===== src/rtl/sprite_loader_if.sv =====
// Bus between the SPI byte receiver, the sprite RAM write port and the sprite loader.
// The loader is the slave and the SPI/RAM side is the master.
interface sprite_loader_if #(
  parameter int SPRITES  = 8,
  parameter int PIX_BITS = 12
);
  localparam int SLOT_BITS = $clog2(SPRITES);
  localparam int ADDR_W    = SLOT_BITS + PIX_BITS;

  // byte_valid is a one-cycle strobe with no ready: the loader must take the
  // byte in that cycle or drop it (and flag overrun); there is no backpressure.
  logic                byte_valid;
  logic [7:0]          byte_data;
  logic                frame_abort;
  logic                ram_we;
  logic [ADDR_W-1:0]   ram_addr;
  logic [3:0]          ram_d;
  logic                busy;
  logic                done;
  logic [SPRITES-1:0]  loaded;
  logic                overrun;
  logic [1:0]          state_dbg;

  modport master (
    output byte_valid, byte_data, frame_abort,
    input  ram_we, ram_addr, ram_d, busy, done, loaded, overrun, state_dbg
  );

  modport slave (
    input  byte_valid, byte_data, frame_abort,
    output ram_we, ram_addr, ram_d, busy, done, loaded, overrun, state_dbg
  );
endinterface


===== src/rtl/sprite_loader.sv =====
// Write-side controller for the sprite RAM: decodes a slot header, unpacks data
// bytes into two pixels each and tracks which slots hold a complete image.
module sprite_loader #(
  parameter int SPRITES  = 8,
  parameter int PIX_BITS = 12
) (
  input  logic            clk,
  input  logic            reset,
  sprite_loader_if.slave  bus
);
  localparam int SLOT_BITS = $clog2(SPRITES);
  localparam int ADDR_W    = SLOT_BITS + PIX_BITS;
  localparam logic [PIX_BITS-1:0] LAST_PIX = '1;

  typedef enum logic [1:0] {
    IDLE  = 2'd0,
    RECV  = 2'd1,
    WR_LO = 2'd2
  } state_t;

  state_t               state_q, state_d;
  logic [SLOT_BITS-1:0] slot_q, slot_d;
  logic [PIX_BITS-1:0]  count_q, count_d;
  logic [PIX_BITS-1:0]  count_inc;
  logic [3:0]           lo_q, lo_d;
  logic                 we_q, we_d;
  logic [ADDR_W-1:0]    addr_q, addr_d;
  logic [3:0]           d_q, d_d;
  logic                 busy_q, busy_d;
  logic                 done_q, done_d;
  logic [SPRITES-1:0]   loaded_q, loaded_d;
  logic                 ovr_q, ovr_d;

  assign count_inc = count_q + PIX_BITS'(1);

  always_ff @(posedge clk) begin
    if (reset) begin
      state_q  <= IDLE;
      slot_q   <= '0;
      count_q  <= '0;
      lo_q     <= '0;
      we_q     <= 1'b0;
      addr_q   <= '0;
      d_q      <= '0;
      busy_q   <= 1'b0;
      done_q   <= 1'b0;
      loaded_q <= '0;
      ovr_q    <= 1'b0;
    end else begin
      state_q  <= state_d;
      slot_q   <= slot_d;
      count_q  <= count_d;
      lo_q     <= lo_d;
      we_q     <= we_d;
      addr_q   <= addr_d;
      d_q      <= d_d;
      busy_q   <= busy_d;
      done_q   <= done_d;
      loaded_q <= loaded_d;
      ovr_q    <= ovr_d;
    end
  end

  always_comb begin
    state_d  = state_q;
    slot_d   = slot_q;
    count_d  = count_q;
    lo_d     = lo_q;
    we_d     = 1'b0;
    addr_d   = addr_q;
    d_d      = d_q;
    done_d   = 1'b0;
    loaded_d = loaded_q;
    ovr_d    = ovr_q;

    case (state_q)
      IDLE: begin
        if (bus.byte_valid && bus.byte_data[7] && !bus.frame_abort) begin
          slot_d   = bus.byte_data[SLOT_BITS-1:0];
          count_d  = '0;
          loaded_d[bus.byte_data[SLOT_BITS-1:0]] = 1'b0;
          ovr_d    = 1'b0;
          state_d  = RECV;
        end
      end
      RECV: begin
        if (bus.frame_abort) begin
          state_d = IDLE;
        end else if (bus.byte_valid) begin
          we_d    = 1'b1;
          addr_d  = {slot_q, count_q};
          d_d     = bus.byte_data[7:4];
          lo_d    = bus.byte_data[3:0];
          state_d = WR_LO;
        end
      end
      WR_LO: begin
        // Abort here discards the held low nibble; no write is issued.
        if (bus.frame_abort) begin
          state_d = IDLE;
        end else begin
          if (bus.byte_valid) ovr_d = 1'b1;
          we_d    = 1'b1;
          addr_d  = {slot_q, count_inc};
          d_d     = lo_q;
          count_d = count_q + PIX_BITS'(2);
          if (count_inc == LAST_PIX) begin
            done_d           = 1'b1;
            loaded_d[slot_q] = 1'b1;
            state_d          = IDLE;
          end else begin
            state_d = RECV;
          end
        end
      end
      default: state_d = IDLE;
    endcase

    // busy also covers the cycle carrying the final write and done pulse.
    busy_d = (state_d != IDLE) || done_d;
  end

  assign bus.ram_we    = we_q;
  assign bus.ram_addr  = addr_q;
  assign bus.ram_d     = d_q;
  assign bus.busy      = busy_q;
  assign bus.done      = done_q;
  assign bus.loaded    = loaded_q;
  assign bus.overrun   = ovr_q;
  assign bus.state_dbg = state_q;
endmodule


===== src/flat_wrapper.sv =====
// flat-port wrapper written by rule: the top's interface ports become plain ports
module sprite_loader_flat 
#(
  parameter int SPRITES  = 8,
  parameter int PIX_BITS = 12
)
  (clk, reset, bus_byte_valid, bus_byte_data, bus_frame_abort, bus_ram_we, bus_ram_addr, bus_ram_d, bus_busy, bus_done, bus_loaded, bus_overrun, bus_state_dbg);
  sprite_loader_if #(.SPRITES(SPRITES), .PIX_BITS(PIX_BITS)) bus_i ();
  input  logic clk;
  input  logic reset;
  input wire logic [$bits(bus_i.byte_valid)-1:0] bus_byte_valid;
  input wire logic [$bits(bus_i.byte_data)-1:0] bus_byte_data;
  input wire logic [$bits(bus_i.frame_abort)-1:0] bus_frame_abort;
  output wire logic [$bits(bus_i.ram_we)-1:0] bus_ram_we;
  output wire logic [$bits(bus_i.ram_addr)-1:0] bus_ram_addr;
  output wire logic [$bits(bus_i.ram_d)-1:0] bus_ram_d;
  output wire logic [$bits(bus_i.busy)-1:0] bus_busy;
  output wire logic [$bits(bus_i.done)-1:0] bus_done;
  output wire logic [$bits(bus_i.loaded)-1:0] bus_loaded;
  output wire logic [$bits(bus_i.overrun)-1:0] bus_overrun;
  output wire logic [$bits(bus_i.state_dbg)-1:0] bus_state_dbg;
  assign bus_i.byte_valid = bus_byte_valid;
  assign bus_i.byte_data = bus_byte_data;
  assign bus_i.frame_abort = bus_frame_abort;
  assign bus_ram_we = bus_i.ram_we;
  assign bus_ram_addr = bus_i.ram_addr;
  assign bus_ram_d = bus_i.ram_d;
  assign bus_busy = bus_i.busy;
  assign bus_done = bus_i.done;
  assign bus_loaded = bus_i.loaded;
  assign bus_overrun = bus_i.overrun;
  assign bus_state_dbg = bus_i.state_dbg;
  sprite_loader #(.SPRITES(SPRITES), .PIX_BITS(PIX_BITS)) u_core (.clk(clk), .reset(reset), .bus(bus_i));
endmodule

===== config.mk =====
export PLATFORM = sky130hd
export DESIGN_NAME = sprite_loader_flat
export DESIGN_NICKNAME = d
export VERILOG_FILES = /design/src/rtl/sprite_loader_if.sv /design/src/rtl/sprite_loader.sv /design/src/flat_wrapper.sv
export SDC_FILE = /design/constraint.sdc
export NUM_CORES = 1
export LEC_CHECK = 0
export CAP_MARGIN = 20
export CORE_UTILIZATION = 51
export CTS_CLUSTER_SIZE = 10
export DETAILED_ROUTE_END_ITERATION = 10
export HOLD_SLACK_MARGIN = 0.12
export PLACE_DENSITY = 0.79
export SYNTH_ARGS = -nofsm -noshare
export SYNTH_HDL_FRONTEND = slang
export SYNTH_SLANG_ARGS = --single-unit

===== constraint.sdc =====
create_clock -name clk -period 2.46 [get_ports clk]
set_clock_uncertainty 0.1 [all_clocks]
set_input_delay 0.369 -clock clk [delete_from_list [all_inputs] [get_ports clk]]
set_output_delay 0.369 -clock clk [all_outputs]
set_load 0.03 [all_outputs]

After elaboration in Yosys (flattened, before gate mapping). Cells that the tools add are included.

Bits in registers: 52. Bits of input ports: 12. Output and inout port bits: 33. Logic and storage cells: 82.

Add/sub/neg operators: 2. Order comparisons: 4. Eq/ne operators: 9. Mux-type cells: 36. Bitwise logic cells: 4. Reductions and logical operators: 16.

Operators by type and width (number): 2-to-1 mux 15 bit (3); case mux 15 bit (2 select lines) (1); 2-to-1 mux 12 bit (2); 2-to-1 mux 8 bit (3); case mux 12 bit (2 select lines) (1); case mux 8 bit (2 select lines) (1); adder 12 x 1 -> 12 bit, second input constant (1); adder 12 x 2 -> 12 bit, second input constant (1); == test 12 bit, second input constant (1); 2-to-1 mux 1 bit (12); 2-to-1 mux 4 bit (3); AND reduction 4 bit (3); bitwise AND 8 bit (1); less-than comparator 3 x 4 -> 1 bit, second input constant (2); 2-to-1 mux 2 bit (4); inequality test 2 bit, second input constant (4); NOT 8 bit (1); bitwise OR 8 bit (1); case mux 4 bit (2 select lines) (1); demux 1 bit (select 3 bit) (2); greater-or-equal comparator 3 x 1 -> 1 bit, second input constant (2); case mux 2 bit (3 select lines) (1); AND reduction 3 bit (2); nonzero test 2 bit (3); 10 further kinds (15).

Longest topological paths before layout.
Word-level depth: 8. Depth in mapped cells: 8. Mapped depth without buffers: 6.

Worst setup path after synthesis. OpenSTA, ideal clock, no wires.

Path type: register to register. From: register u_core.state_q[0] (netlist: u_core.bus.state_dbg[0]). To: register u_core.loaded_q[0] (netlist: u_core.bus.loaded[0]). Library setup time: 0.084 ns. Arrival time: 2.051 ns. Data required time: 2.276 ns. Slack: 0.225 ns. Stages on the path, launching flop included: 7. Buffers on the path: 0. Clock period less this slack: 2.235 ns. Path through: dfxtp_1 inv_1 ha_1 nor3b_2 nor2_1 or4_4 o31ai_2.

Word-level cells in the longest chain between the ends: 3. Elaborated cells on any way between the ends: 8. Classes of those cells: eq/ne: 4; mux: 1; reduce/logical: 3.

RTL lines: from (decl) (RTL line sprite_loader.sv:21) `state_t state_q, state_d;`; from (signal assigned) (RTL line sprite_loader.sv:50) `state_q <= state_d;`; == test 2 bit / zero test 2 bit (equally long branches) (RTL line sprite_loader.sv:76) `case (state_q)`; inequality test 2 x 1 -> 1 bit (no source line), or another cell as far along; AND reduction 4 bit (no source line); to (signal assigned) (RTL line sprite_loader.sv:59) `loaded_q <= loaded_d;`; to (decl) (RTL line sprite_loader.sv:31) `logic [SPRITES-1:0] loaded_q, loaded_d;`.

Parallel ways exist; a longest one is shown, timed or not. A chain may end at the register's enable or synchronous reset.

Final worst setup path.
From: register u_core.state_q[0] (netlist: u_core.bus.state_dbg[0]). To: register u_core.count_q[10].

Word-level cells in the longest chain between the ends: 3. Elaborated cells on any way between the ends: 7. Classes of those cells: eq/ne: 3; mux: 1; reduce/logical: 3.

RTL lines: == test 2 bit / zero test 2 bit (equally long branches) (RTL line sprite_loader.sv:76); inequality test 2 bit (no source line), or another cell as far along; AND reduction 3 bit (no source line); to (signal assigned) (RTL line sprite_loader.sv:52) `count_q <= count_d;`; to (decl) (RTL line sprite_loader.sv:23) `logic [PIX_BITS-1:0] count_q, count_d;`.

Parallel ways exist; a longest one is shown, timed or not.

==> out/metrics.yaml <==
sta:
  layout_worst_path_cycle_share_pct: 86.5
  slew_headroom_pct: 64.9
  worst_slew_pin_slew_ns: 0.521
  final-setup-viol-count: 0
  whs_ns: 0.362
  max_clock_freq_mhz: 470
  finalMaxSlewViolations: 0
  period_minus_slack_ns: 2.13
  finalHoldViolations: 0
  fin_tns_setup_ns: 0
  rsz0062_at_grt: "no"
setup_path:
  slowest_delay_ns: 0.48
  arrival_ns: 2.23
  cp.required_ns: 2.57
  worst-path-buf-inv: 1
  cp-end-kind: "register"
  critPathTopFamily: "simple AND/OR/NAND/NOR gates"
  cp_slowest_cell: "a2111oi_1"
  path_class: "reg -> reg"
  cp_max_fo: 7
  crit_chain: "inv_1 > ha_1 > or3b_1 > a2111oi_1 > xnor2_1 > nor2_1"
  cp-start-kind: "register"
drt:
  drtIter0Drc: 111
  wl_mm: 4.79
  vias_per_cell: 5.44
  post_drt_wl_per_cell_um: 13.7
  drc_errors: 0
  vias: 1900
  dr.pass1.iters: 4
  antenna_left: 0
power_and_ir_drop:
  cellPowerDensity_nw_per_um2: 522
  peakVddDrop_mv: 0.263
  leakage_uw: 0.000963
yosys:
  ys_ff_latch: 51
  seq_area_frac_synth_pct: 45.8
  synth_area_per_cell_um2: 8.99
  synth_ff_type: "dfxtp_1"
  netlist_area_um2: 2230
  yosys_warnings: 0
  synth_cells: 248
  synth_fp_nets: 265
  synth_edf_count: 0
  ys_types: 43
  async_flop_share_pct: 0
clocking:
  numCtsBuffers: 5
  post_cts_buffers: 0
  cts_root_buf: "clkbuf_8"
  h-tree-depth: 2
  clock_latency_ns: 0.30
  cts_hold_buffers: 0
  ctsResizeCount: 0
  clk_path_buf_depth: 2
  clk_pin_slew_ns: 0.09
  cts_tree: "done"
  clkSinkCount: 51
finish:
  drive_above_1_share_pct: 9.03
  antenna_cells: 0
  layoutNonFillerInstCount: 349
  fillers: 364
  area.growth.synth_to_final_pct: 29.0
  finish.instance_area_um2: 2880
  nets: 315
  fin_util_pct: 70.4
outcome:
  outcome: "completed"
die:
  die-area_um2: 4640
  rows: 23
  die_h_um: 68.1
  initial_core_util_pct: 54.6
  io_pins: 45
  core_um2: 4090
  dieWidth_um: 68.1
grt:
  grt_start_max_net_pins: 36
  globalRouteOverflowTotal: 0
  grt_pass1_wl_mm: 7.98
  antenna_found_initial: 0
  grt_pass1_vias: 1704
  grt_use_total_pct: 23.1
placed_design:
  io_buffers: 44
  dp_cells: 341
  dp_hpwl_mm: 3.45
  routabilityCongestion: 0.815
  dpl_cell_area_um2: 2770
job:
  drv_cap: 0
worst_hold_path:
  min_path_type: "reg -> reg"
kinds of logic after synthesis:
group	Yosys count	synth area share [%]
simple gates	92	21.0
mux	19	8.53
compound gates	53	15.4
xor+xnor	7	2.75
fa+ha+maj	5	2.81
buf+inv	21	3.70
flops	51	45.8
cell usage after synthesis (all sizes together) (2+ instances only):
cell type | instances | area, um2
a211oi | 7 | 52.6
nor2 | 30 | 113
buf | 5 | 22.5
ha | 5 | 62.6
xnor2 | 3 | 26.3
o211ai | 9 | 67.6
inv | 7 | 26.3
mux2i | 19 | 190
or3 | 3 | 18.8
nor4 | 2 | 12.5
or4 | 3 | 30.0
nand2b | 5 | 31.3
a21oi | 18 | 90.1
nor3b | 2 | 20.0
nor2b | 2 | 12.5
xor2 | 4 | 35.0
nor3 | 5 | 25.0
o21ai | 10 | 50.0
nand3 | 9 | 45.0
a2111oi | 2 | 20.0
nand2 | 22 | 82.6
dfxtp | 51 | 1020
o2111ai | 2 | 17.5
clkbuf | 8 | 30.0
report_power, final:
part	internal, uW	total, uW	switching, uW
Combinational	59.4	138	79.0
Sequential	834	841	7.71
Clock	256	521	265
Total	1150	1500	352
layer usage:
metal  part of all wire [%]  vias up  track usage, %  wire length [um]
met5                      0        -               0                 0
met2                     45       41            36.6              2180
met4                    1.0        0            5.47                48
met1                     49      872            31.1              2350
met3                    4.5        6            6.17               216
li1                       -      981               -                 -
worst paths after layout:
check                          start                  to  slack [ns]  cells after the start
min                   u_core.lo_q[2]      u_core.lo_q[2]        0.36                      2
max          u_core.bus.state_dbg[0]  u_core.count_q[10]        0.33                      6
max reg2reg  u_core.bus.state_dbg[0]  u_core.count_q[10]        0.33                      6
min reg2reg           u_core.lo_q[2]      u_core.lo_q[2]        0.36                      2
placed cells by master, fill, tap and decap left out, drive strengths merged, types with 2 or more instances in the layout:
cell | netlist | layout
a2111oi | 2 | 2
a211oi | 7 | 7
a21oi | 18 | 18
buf | 5 | 12
clkbuf | 8 | 7
clkdlybuf4s50 | 0 | 44
dfxtp | 51 | 51
ha | 5 | 5
inv | 7 | 7
mux2i | 19 | 19
nand2 | 22 | 22
nand2b | 5 | 5
nand3 | 9 | 9
nor2 | 30 | 30
nor2b | 2 | 2
nor3 | 5 | 5
nor3b | 2 | 2
nor4 | 2 | 2
o2111ai | 2 | 2
o211ai | 9 | 9
o21ai | 10 | 10
or3 | 3 | 3
or4 | 3 | 3
xnor2 | 3 | 3
xor2 | 4 | 4
tightest hold or removal path: cells and delay by family (launching register included):
family	cells	cell delay (ns)
and+or+nand+nor	1	0.05
DFF	1	0.32
AOI/OAI and AO/OA	1	0.05
layout make-up:
type                            instances  area (um2)  share of cell area (%)
Multi-Input combinational cell        176        1130                    39.2
Tap cell                               50        62.6                    2.17
Timing Repair Buffer                   56         531                    18.4
Sequential cell                        51        1020                    35.5
Clock buffer                            7        96.3                    3.35
Inverter                                8        30.0                    1.04
Clock inverter                          1        7.51                   0.261
through the flow:
step,total power (uW),setup WS [ns]
floorplan,940,0.225
global placement,997,0.265
detailed placement,998,0.240
CTS,1510,0.316
global route,1560,0.126
finish,1500,0.332
flip-flops by register name (all words and copies together) (netlist names):
| register | count |
|---|---|
| u_core.bus.ram_addr | 15 |
| u_core.bus.done | 1 |
| u_core.bus.overrun | 1 |
| u_core.bus.ram_d | 4 |
| u_core.lo_q | 4 |
| u_core.bus.state_dbg | 2 |
| u_core.slot_q | 3 |
| u_core.count_q | 11 |
| u_core.bus.busy | 1 |
| u_core.bus.loaded | 8 |
| u_core.bus.ram_we | 1 |
Power figures use the tool's default switching activity.
